<file path="src/rtl/machine_mode_types_1_12_pkg.sv">
// Machine-mode trap types shared by the trap sequencer and its priority encoder.
// Cause codes, mtvec mode constants and the trap FSM state encoding.
package machine_mode_types_1_12_pkg;

    typedef enum logic [4:0] {
        EX_INSN_MAL    = 5'd0,
        EX_INSN_FAULT  = 5'd1,
        EX_ILLEGAL     = 5'd2,
        EX_BREAKPOINT  = 5'd3,
        EX_LOAD_MAL    = 5'd4,
        EX_LOAD_FAULT  = 5'd5,
        EX_STORE_MAL   = 5'd6,
        EX_STORE_FAULT = 5'd7,
        EX_ECALL_M     = 5'd11,
        EX_RMGMT_BASE  = 5'd24
    } ex_code_t;

    typedef enum logic [4:0] {
        INT_SOFT  = 5'd3,
        INT_TIMER = 5'd7,
        INT_EXT   = 5'd11
    } int_code_t;

    localparam logic [1:0] MTVEC_DIRECT   = 2'b00;
    localparam logic [1:0] MTVEC_VECTORED = 2'b01;

    typedef enum logic [1:0] {
        IDLE       = 2'd0,
        WAIT_CLEAR = 2'd1,
        COMMIT     = 2'd2,
        RET        = 2'd3
    } trap_state_t;

endpackage

</file>
<file path="src/rtl/prv_trap_prio_enc.sv">
// Combinational trap prioritiser: picks the winning cause code, flags interrupts,
// and says whether the faulting address belongs in mtval.
module prv_trap_prio_enc
    import machine_mode_types_1_12_pkg::*;
#(
    parameter int RMGMT_W = 1
) (
    input  logic               fault_insn,
    input  logic               mal_insn,
    input  logic               illegal_insn,
    input  logic               fault_l,
    input  logic               mal_l,
    input  logic               fault_s,
    input  logic               mal_s,
    input  logic               breakpoint,
    input  logic               env_m,
    input  logic               prot_fault_i,
    input  logic               prot_fault_l,
    input  logic               prot_fault_s,
    input  logic               ex_rmgmt,
    input  logic [RMGMT_W-1:0] ex_rmgmt_cause,
    input  logic               ext_pend,
    input  logic               soft_pend,
    input  logic               timer_pend,
    output logic [4:0]         code,
    output logic               is_int,
    output logic               tval_sel
);

    // Any exception outranks any interrupt; within each group the if-chain order is the priority.
    always_comb begin
        code     = 5'd0;
        is_int   = 1'b0;
        tval_sel = 1'b0;
        if (fault_insn | prot_fault_i) begin
            code     = EX_INSN_FAULT;
            tval_sel = 1'b1;
        end else if (illegal_insn) begin
            code = EX_ILLEGAL;
        end else if (mal_insn) begin
            code     = EX_INSN_MAL;
            tval_sel = 1'b1;
        end else if (env_m) begin
            code = EX_ECALL_M;
        end else if (breakpoint) begin
            code = EX_BREAKPOINT;
        end else if (mal_s) begin
            code     = EX_STORE_MAL;
            tval_sel = 1'b1;
        end else if (mal_l) begin
            code     = EX_LOAD_MAL;
            tval_sel = 1'b1;
        end else if (fault_s | prot_fault_s) begin
            code     = EX_STORE_FAULT;
            tval_sel = 1'b1;
        end else if (fault_l | prot_fault_l) begin
            code     = EX_LOAD_FAULT;
            tval_sel = 1'b1;
        end else if (ex_rmgmt) begin
            code = 5'(EX_RMGMT_BASE + 5'(ex_rmgmt_cause));
        end else if (ext_pend) begin
            code   = INT_EXT;
            is_int = 1'b1;
        end else if (soft_pend) begin
            code   = INT_SOFT;
            is_int = 1'b1;
        end else if (timer_pend) begin
            code   = INT_TIMER;
            is_int = 1'b1;
        end
    end

endmodule

</file>
<file path="src/rtl/prv_trap_ctrl.sv">
// Trap sequencer: captures the winning exception/interrupt, waits for the pipeline
// to drain, then issues a one-cycle redirect plus CSR strobes; also sequences mret.
module prv_trap_ctrl
    import machine_mode_types_1_12_pkg::*;
#(
    parameter  int NUM_EXTENSIONS = 1,
    parameter  int SYNC_STAGES    = 2,
    localparam int RMGMT_W        = (NUM_EXTENSIONS > 1) ? $clog2(NUM_EXTENSIONS) : 1
) (
    input  logic               CLK,
    input  logic               nRST,
    input  logic               fault_insn,
    input  logic               mal_insn,
    input  logic               illegal_insn,
    input  logic               fault_l,
    input  logic               mal_l,
    input  logic               fault_s,
    input  logic               mal_s,
    input  logic               breakpoint,
    input  logic               env_m,
    input  logic               prot_fault_i,
    input  logic               prot_fault_l,
    input  logic               prot_fault_s,
    input  logic               ex_rmgmt,
    input  logic [RMGMT_W-1:0] ex_rmgmt_cause,
    input  logic [31:0]        epc,
    input  logic [31:0]        badaddr,
    input  logic               pipe_clear,
    input  logic               ret,
    input  logic               timer_int,
    input  logic               soft_int,
    input  logic               ext_int,
    input  logic               mstatus_mie,
    input  logic               mie_meie,
    input  logic               mie_msie,
    input  logic               mie_mtie,
    input  logic [31:0]        mtvec,
    input  logic [31:0]        mepc_r,
    output logic               insert_pc,
    output logic [31:0]        priv_pc,
    output logic               intr,
    output logic               csr_trap_we,
    output logic [31:0]        mcause_d,
    output logic [31:0]        mepc_d,
    output logic [31:0]        mtval_d,
    output logic               mret_we,
    output trap_state_t        state_dbg
);

    trap_state_t            state;
    logic [SYNC_STAGES-1:0] ext_sync;
    logic                   ext_s;
    logic                   exc_any;
    logic                   int_pend;
    logic                   ext_pend, soft_pend, timer_pend;
    logic [4:0]             enc_code;
    logic                   enc_is_int;
    logic                   enc_tval_sel;
    logic [4:0]             cap_code;
    logic                   cap_int;
    logic [31:0]            cap_epc;
    logic [31:0]            cap_tval;
    logic [31:0]            trap_base;
    logic [31:0]            trap_target;

    assign ext_s      = ext_sync[SYNC_STAGES-1];
    assign ext_pend   = mstatus_mie & ext_s & mie_meie;
    assign soft_pend  = mstatus_mie & soft_int & mie_msie;
    assign timer_pend = mstatus_mie & timer_int & mie_mtie;
    assign int_pend   = ext_pend | soft_pend | timer_pend;
    assign exc_any    = fault_insn | mal_insn | illegal_insn | fault_l | mal_l | fault_s
                      | mal_s | breakpoint | env_m | prot_fault_i | prot_fault_l
                      | prot_fault_s | ex_rmgmt;
    assign state_dbg  = state;

    // Only vectored mode with an interrupt offsets the base; reserved modes behave as direct.
    assign trap_base   = {mtvec[31:2], 2'b00};
    assign trap_target = (mtvec[1:0] == MTVEC_VECTORED && cap_int)
                       ? trap_base + {25'd0, cap_code, 2'b00}
                       : trap_base;

    prv_trap_prio_enc #(.RMGMT_W(RMGMT_W)) u_prio_enc (
        .fault_insn     (fault_insn),
        .mal_insn       (mal_insn),
        .illegal_insn   (illegal_insn),
        .fault_l        (fault_l),
        .mal_l          (mal_l),
        .fault_s        (fault_s),
        .mal_s          (mal_s),
        .breakpoint     (breakpoint),
        .env_m          (env_m),
        .prot_fault_i   (prot_fault_i),
        .prot_fault_l   (prot_fault_l),
        .prot_fault_s   (prot_fault_s),
        .ex_rmgmt       (ex_rmgmt),
        .ex_rmgmt_cause (ex_rmgmt_cause),
        .ext_pend       (ext_pend),
        .soft_pend      (soft_pend),
        .timer_pend     (timer_pend),
        .code           (enc_code),
        .is_int         (enc_is_int),
        .tval_sel       (enc_tval_sel)
    );

    always_ff @(posedge CLK or negedge nRST) begin
        if (!nRST) begin
            ext_sync <= '0;
        end else begin
            ext_sync <= {ext_sync[SYNC_STAGES-2:0], ext_int};
        end
    end

    // Strobes are one-shot: they default low each cycle and are set only on entry to COMMIT/RET.
    always_ff @(posedge CLK or negedge nRST) begin
        if (!nRST) begin
            state       <= IDLE;
            cap_code    <= '0;
            cap_int     <= 1'b0;
            cap_epc     <= '0;
            cap_tval    <= '0;
            insert_pc   <= 1'b0;
            priv_pc     <= '0;
            intr        <= 1'b0;
            csr_trap_we <= 1'b0;
            mcause_d    <= '0;
            mepc_d      <= '0;
            mtval_d     <= '0;
            mret_we     <= 1'b0;
        end else begin
            insert_pc   <= 1'b0;
            priv_pc     <= '0;
            csr_trap_we <= 1'b0;
            mcause_d    <= '0;
            mepc_d      <= '0;
            mtval_d     <= '0;
            mret_we     <= 1'b0;
            case (state)
                IDLE: begin
                    if (exc_any | int_pend) begin
                        cap_code <= enc_code;
                        cap_int  <= enc_is_int;
                        cap_epc  <= epc;
                        cap_tval <= enc_tval_sel ? badaddr : 32'd0;
                        intr     <= enc_is_int;
                        state    <= WAIT_CLEAR;
                    end else if (ret) begin
                        insert_pc <= 1'b1;
                        priv_pc   <= mepc_r;
                        mret_we   <= 1'b1;
                        state     <= RET;
                    end
                end
                WAIT_CLEAR: begin
                    if (pipe_clear) begin
                        insert_pc   <= 1'b1;
                        priv_pc     <= trap_target;
                        csr_trap_we <= 1'b1;
                        mcause_d    <= {cap_int, 26'd0, cap_code};
                        mepc_d      <= cap_epc;
                        mtval_d     <= cap_tval;
                        state       <= COMMIT;
                    end
                end
                COMMIT: begin
                    intr  <= 1'b0;
                    state <= IDLE;
                end
                default: begin
                    state <= IDLE;
                end
            endcase
        end
    end

endmodule
</file>
<file path="config.mk">
export PLATFORM = sky130hd
export DESIGN_NAME = prv_trap_ctrl
export DESIGN_NICKNAME = d
export VERILOG_FILES = /design/src/rtl/machine_mode_types_1_12_pkg.sv /design/src/rtl/prv_trap_prio_enc.sv /design/src/rtl/prv_trap_ctrl.sv
export SDC_FILE = /design/constraint.sdc
export NUM_CORES = 1
export LEC_CHECK = 0
export ABC_AREA = 1
export ABC_CLOCK_PERIOD_IN_PS = 2060
export BUFFER_PORTS_ARGS = -buffer_cell sky130_fd_sc_hd__buf_4
export CORE_MARGIN = 10
export CORE_UTILIZATION = 50
export CTS_CLUSTER_DIAMETER = 30
export DETAILED_ROUTE_END_ITERATION = 10
export GPL_ROUTABILITY_DRIVEN = 0
export PLACE_DENSITY = 0.81
export SLEW_MARGIN = 20
export SYNTH_ARGS = -nofsm -noshare
export SYNTH_HDL_FRONTEND = slang
export SYNTH_SLANG_ARGS = --single-unit
</file>
<file path="constraint.sdc">
create_clock -name CLK -period 2.06 [get_ports CLK]
set_input_delay 0.309 -clock CLK [delete_from_list [all_inputs] [get_ports CLK]]
set_output_delay 0.309 -clock CLK [all_outputs]
set_load 0.05 [all_outputs]
</file>
==> metrics.txt <==
area grow syn2layout=35.35%; DRC=0; Post-CTS Setup Inserts=0; Worst EP required=2370 ps; nets@finish=1353; r2r startpoint=cap_code[3]; PortBufs=260; die area=around 21000 um2; antenna viol nets, final=0; Arrival @ worst endpoint=around 2300 ps; post-layout util=0.6945; TNS Setup=0 ps; Tot GR Track Use=0.2147; Setup violations, final=0; Synth Cell Area=7859 um2; termination of the worst setup path=priv_pc[31]; FF+latch count, synth=180; worst vdd ir=0.0008990 V; Clk Latency, worst-skew pair=420 ps; max_cap viols=0; crit path launch=cap_code[3]; routed wire length=23180 um; DP Worst Slack=-166.0 ps; root buffer cell=clkbuf_16; ys async rst share=1.000; Post-Synthesis Cells=932; fin crit period=1950 ps; Worst-path clk slew=70 ps; Initial Util=0.5132; Design Power=13.30 mW; wire per inst=16.35 um; detailed placement HPWL=about 17000 um; type of the worst min-delay path=input pin to flip-flop; skew final=8.630 ps; CTS sink cnt=180; commonest non-fill, non-tap cell in the layout=nand2_1; Ports=287; antenna violations before repair=0; critical path class=flip-flop to flip-flop; Synthesis Warnings=0; unrepaired setup endpoints after global routing=true; worst-case reg-to-reg path depth=10; Chip Width=145.4 um; static leakage=5.837 nW; Final WS setup=about 110 ps; Final Max Slew Viols=0; DR vias=6971; pin count of the biggest net entering global routing=77; number of global-route vias before repair=7100; Iteration-0 DRC Markers=around 450; R2R setup slack=110 ps; # fillers=1244; status=finished, final reports clean; layout cell share with drive strength beyond 1=0.2858; Avg Inst Size Synth=8.432 um2; Die Y=145.4 um; GRT overflow=0; Worst Max-Slew Pin Slew=606.7 ps; Worst slew margin=0.5924; CTS tree=done; sequential fraction of the synthesis area=0.5732; Tcrit/Tclk final=0.9468; highest clock rate=512.7 MHz; CTS Buffer Depth=2; post-synthesis cell type count=37; commonest non-fill, non-tap cells in the layout=nand2_1 (355), buf_4 (275), dfrtp_1 (180); CP startpoint kind=flip-flop; htree depth=4; core footprint=15310 um2; PD cells=1251 nW/um2; vias per inst=between 4 and 5; kind of end point of the critical path=flip-flop; CP Max Fanout=5; top_reg_cell synth=dfrtp_1; Antenna Cells=0; DR pass1 iterations=5; num rows=45; first-pass GRT wire length=36920 um; Hold Violations, Final=0; worst r2r dst=priv_pc[31]; Post-synth EDFFs=0; CTS Buf Count=17
[critical path, stage by stage (launching register included)]
cell and delay [ps]:
dfrtp_1 420, ha_1 340, nand2_1 80, nor2_1 110, nand2_1 70, nand3_2 140, nand3_4 130, nor2_2 250
nand3_1 130, nand3_1 110, nand2_1 60
[power by group]
group / switching (mW) / internal [mW]
Sequential: 0.481 / 4.56
Combinational: 3.58 / 1.54
Clock: 1.50 / 1.64
Total: 5.56 / 7.74
[repair_timing]
item,in CTS,in global routing
resized for setup,6,13
hold endpoints to repair,42,0
setup endpoints to repair,6,21
cloned,0,0
hold buffers,2,0
[routing by layer]
layer | part of all wire | global-route usage | routed length (um) | vias to the layer above
met1 | 0.40 | 0.2533 | 9191 | 3242
met3 | 0.078 | 0.06551 | 1809 | 54
met5 | 0 | 0 | 0 | -
met4 | 0.038 | 0.09909 | 873 | 0
li1 | - | - | - | 3364
met2 | 0.49 | 0.3528 | 11310 | 311
[worst min path at each step]
stage	start	endpoint	slack [ps]	cells after the start
3_3_place_gp	nRST	mtval_d[15]	260	1
4_1_cts	epc[9]	cap_epc[9]	60	3
2_1_floorplan	nRST	cap_code[0]	10	0
5_1_grt	epc[20]	cap_epc[20]	60	3
6_report	epc[14]	cap_epc[14]	70	3
3_5_place_dp	nRST	mtval_d[15]	260	1
[Yosys cell counts (2+ instances only)]
master,n,share of area
buf_6,8,0.011
nor3_1,10,0.0064
xor2_1,3,0.0033
inv_1,55,0.026
clkbuf_1,14,0.0067
or2_2,3,0.0024
inv_2,3,0.0014
o211ai_1,3,0.0029
buf_4,30,0.029
o21ai_0,18,0.011
ha_1,5,0.0080
nand2_1,358,0.17
buf_2,10,0.0064
nor2_2,2,0.0016
o21bai_1,3,0.0029
nand4_1,7,0.0056
nand3_1,70,0.045
a21oi_1,13,0.0083
o21ai_1,10,0.0064
buf_1,3,0.0014
dfrtp_1,180,0.57
nor2_1,109,0.052
[sequential cells by signal, summed over array words and instances (netlist names), 2 cells and up]
| name | flops |
|---|---|
| mtval_d | 32 |
| cap_epc | 32 |
| priv_pc | 32 |
| mepc_d | 32 |
| cap_tval | 32 |
| mcause_d | 6 |
| state_dbg | 2 |
| ext_sync | 2 |
| cap_code | 5 |
[metrics by stage]
step | area [um2] | std cells | hold WS [ps]
3_5_place_dp | 9967 | 1384 | 258.1
3_3_place_gp | 9967 | 1384 | 257.3
5_1_grt | 10640 | 1418 | 62.36
4_1_cts | 10590 | 1418 | 56.60
6_report | 10640 | 1418 | 72.12
2_1_floorplan | 7953 | 957 | 13.41
[logic make-up after synthesis]
| logic type | synth area share |
|---|---|
| simple gates | 0.2915 |
| xor+xnor | 0.003344 |
| other cells | 0.0004772 |
| compound gates | 0.03789 |
| flops | 0.5732 |
| fa+ha+maj | 0.01051 |
| buf+inv | 0.08311 |
[layout make-up]
class,instances,area [um2],area share
Timing Repair Buffer,283,2196,0.2064
Clock inverter,14,142.6,0.01341
Inverter,59,226.5,0.02129
Tap cell,211,264.0,0.02482
Clock buffer,18,439.2,0.04129
Sequential cell,180,4504,0.4235
Multi-Input combinational cell,653,2864,0.2693
(Power assumes the default switching activity.)
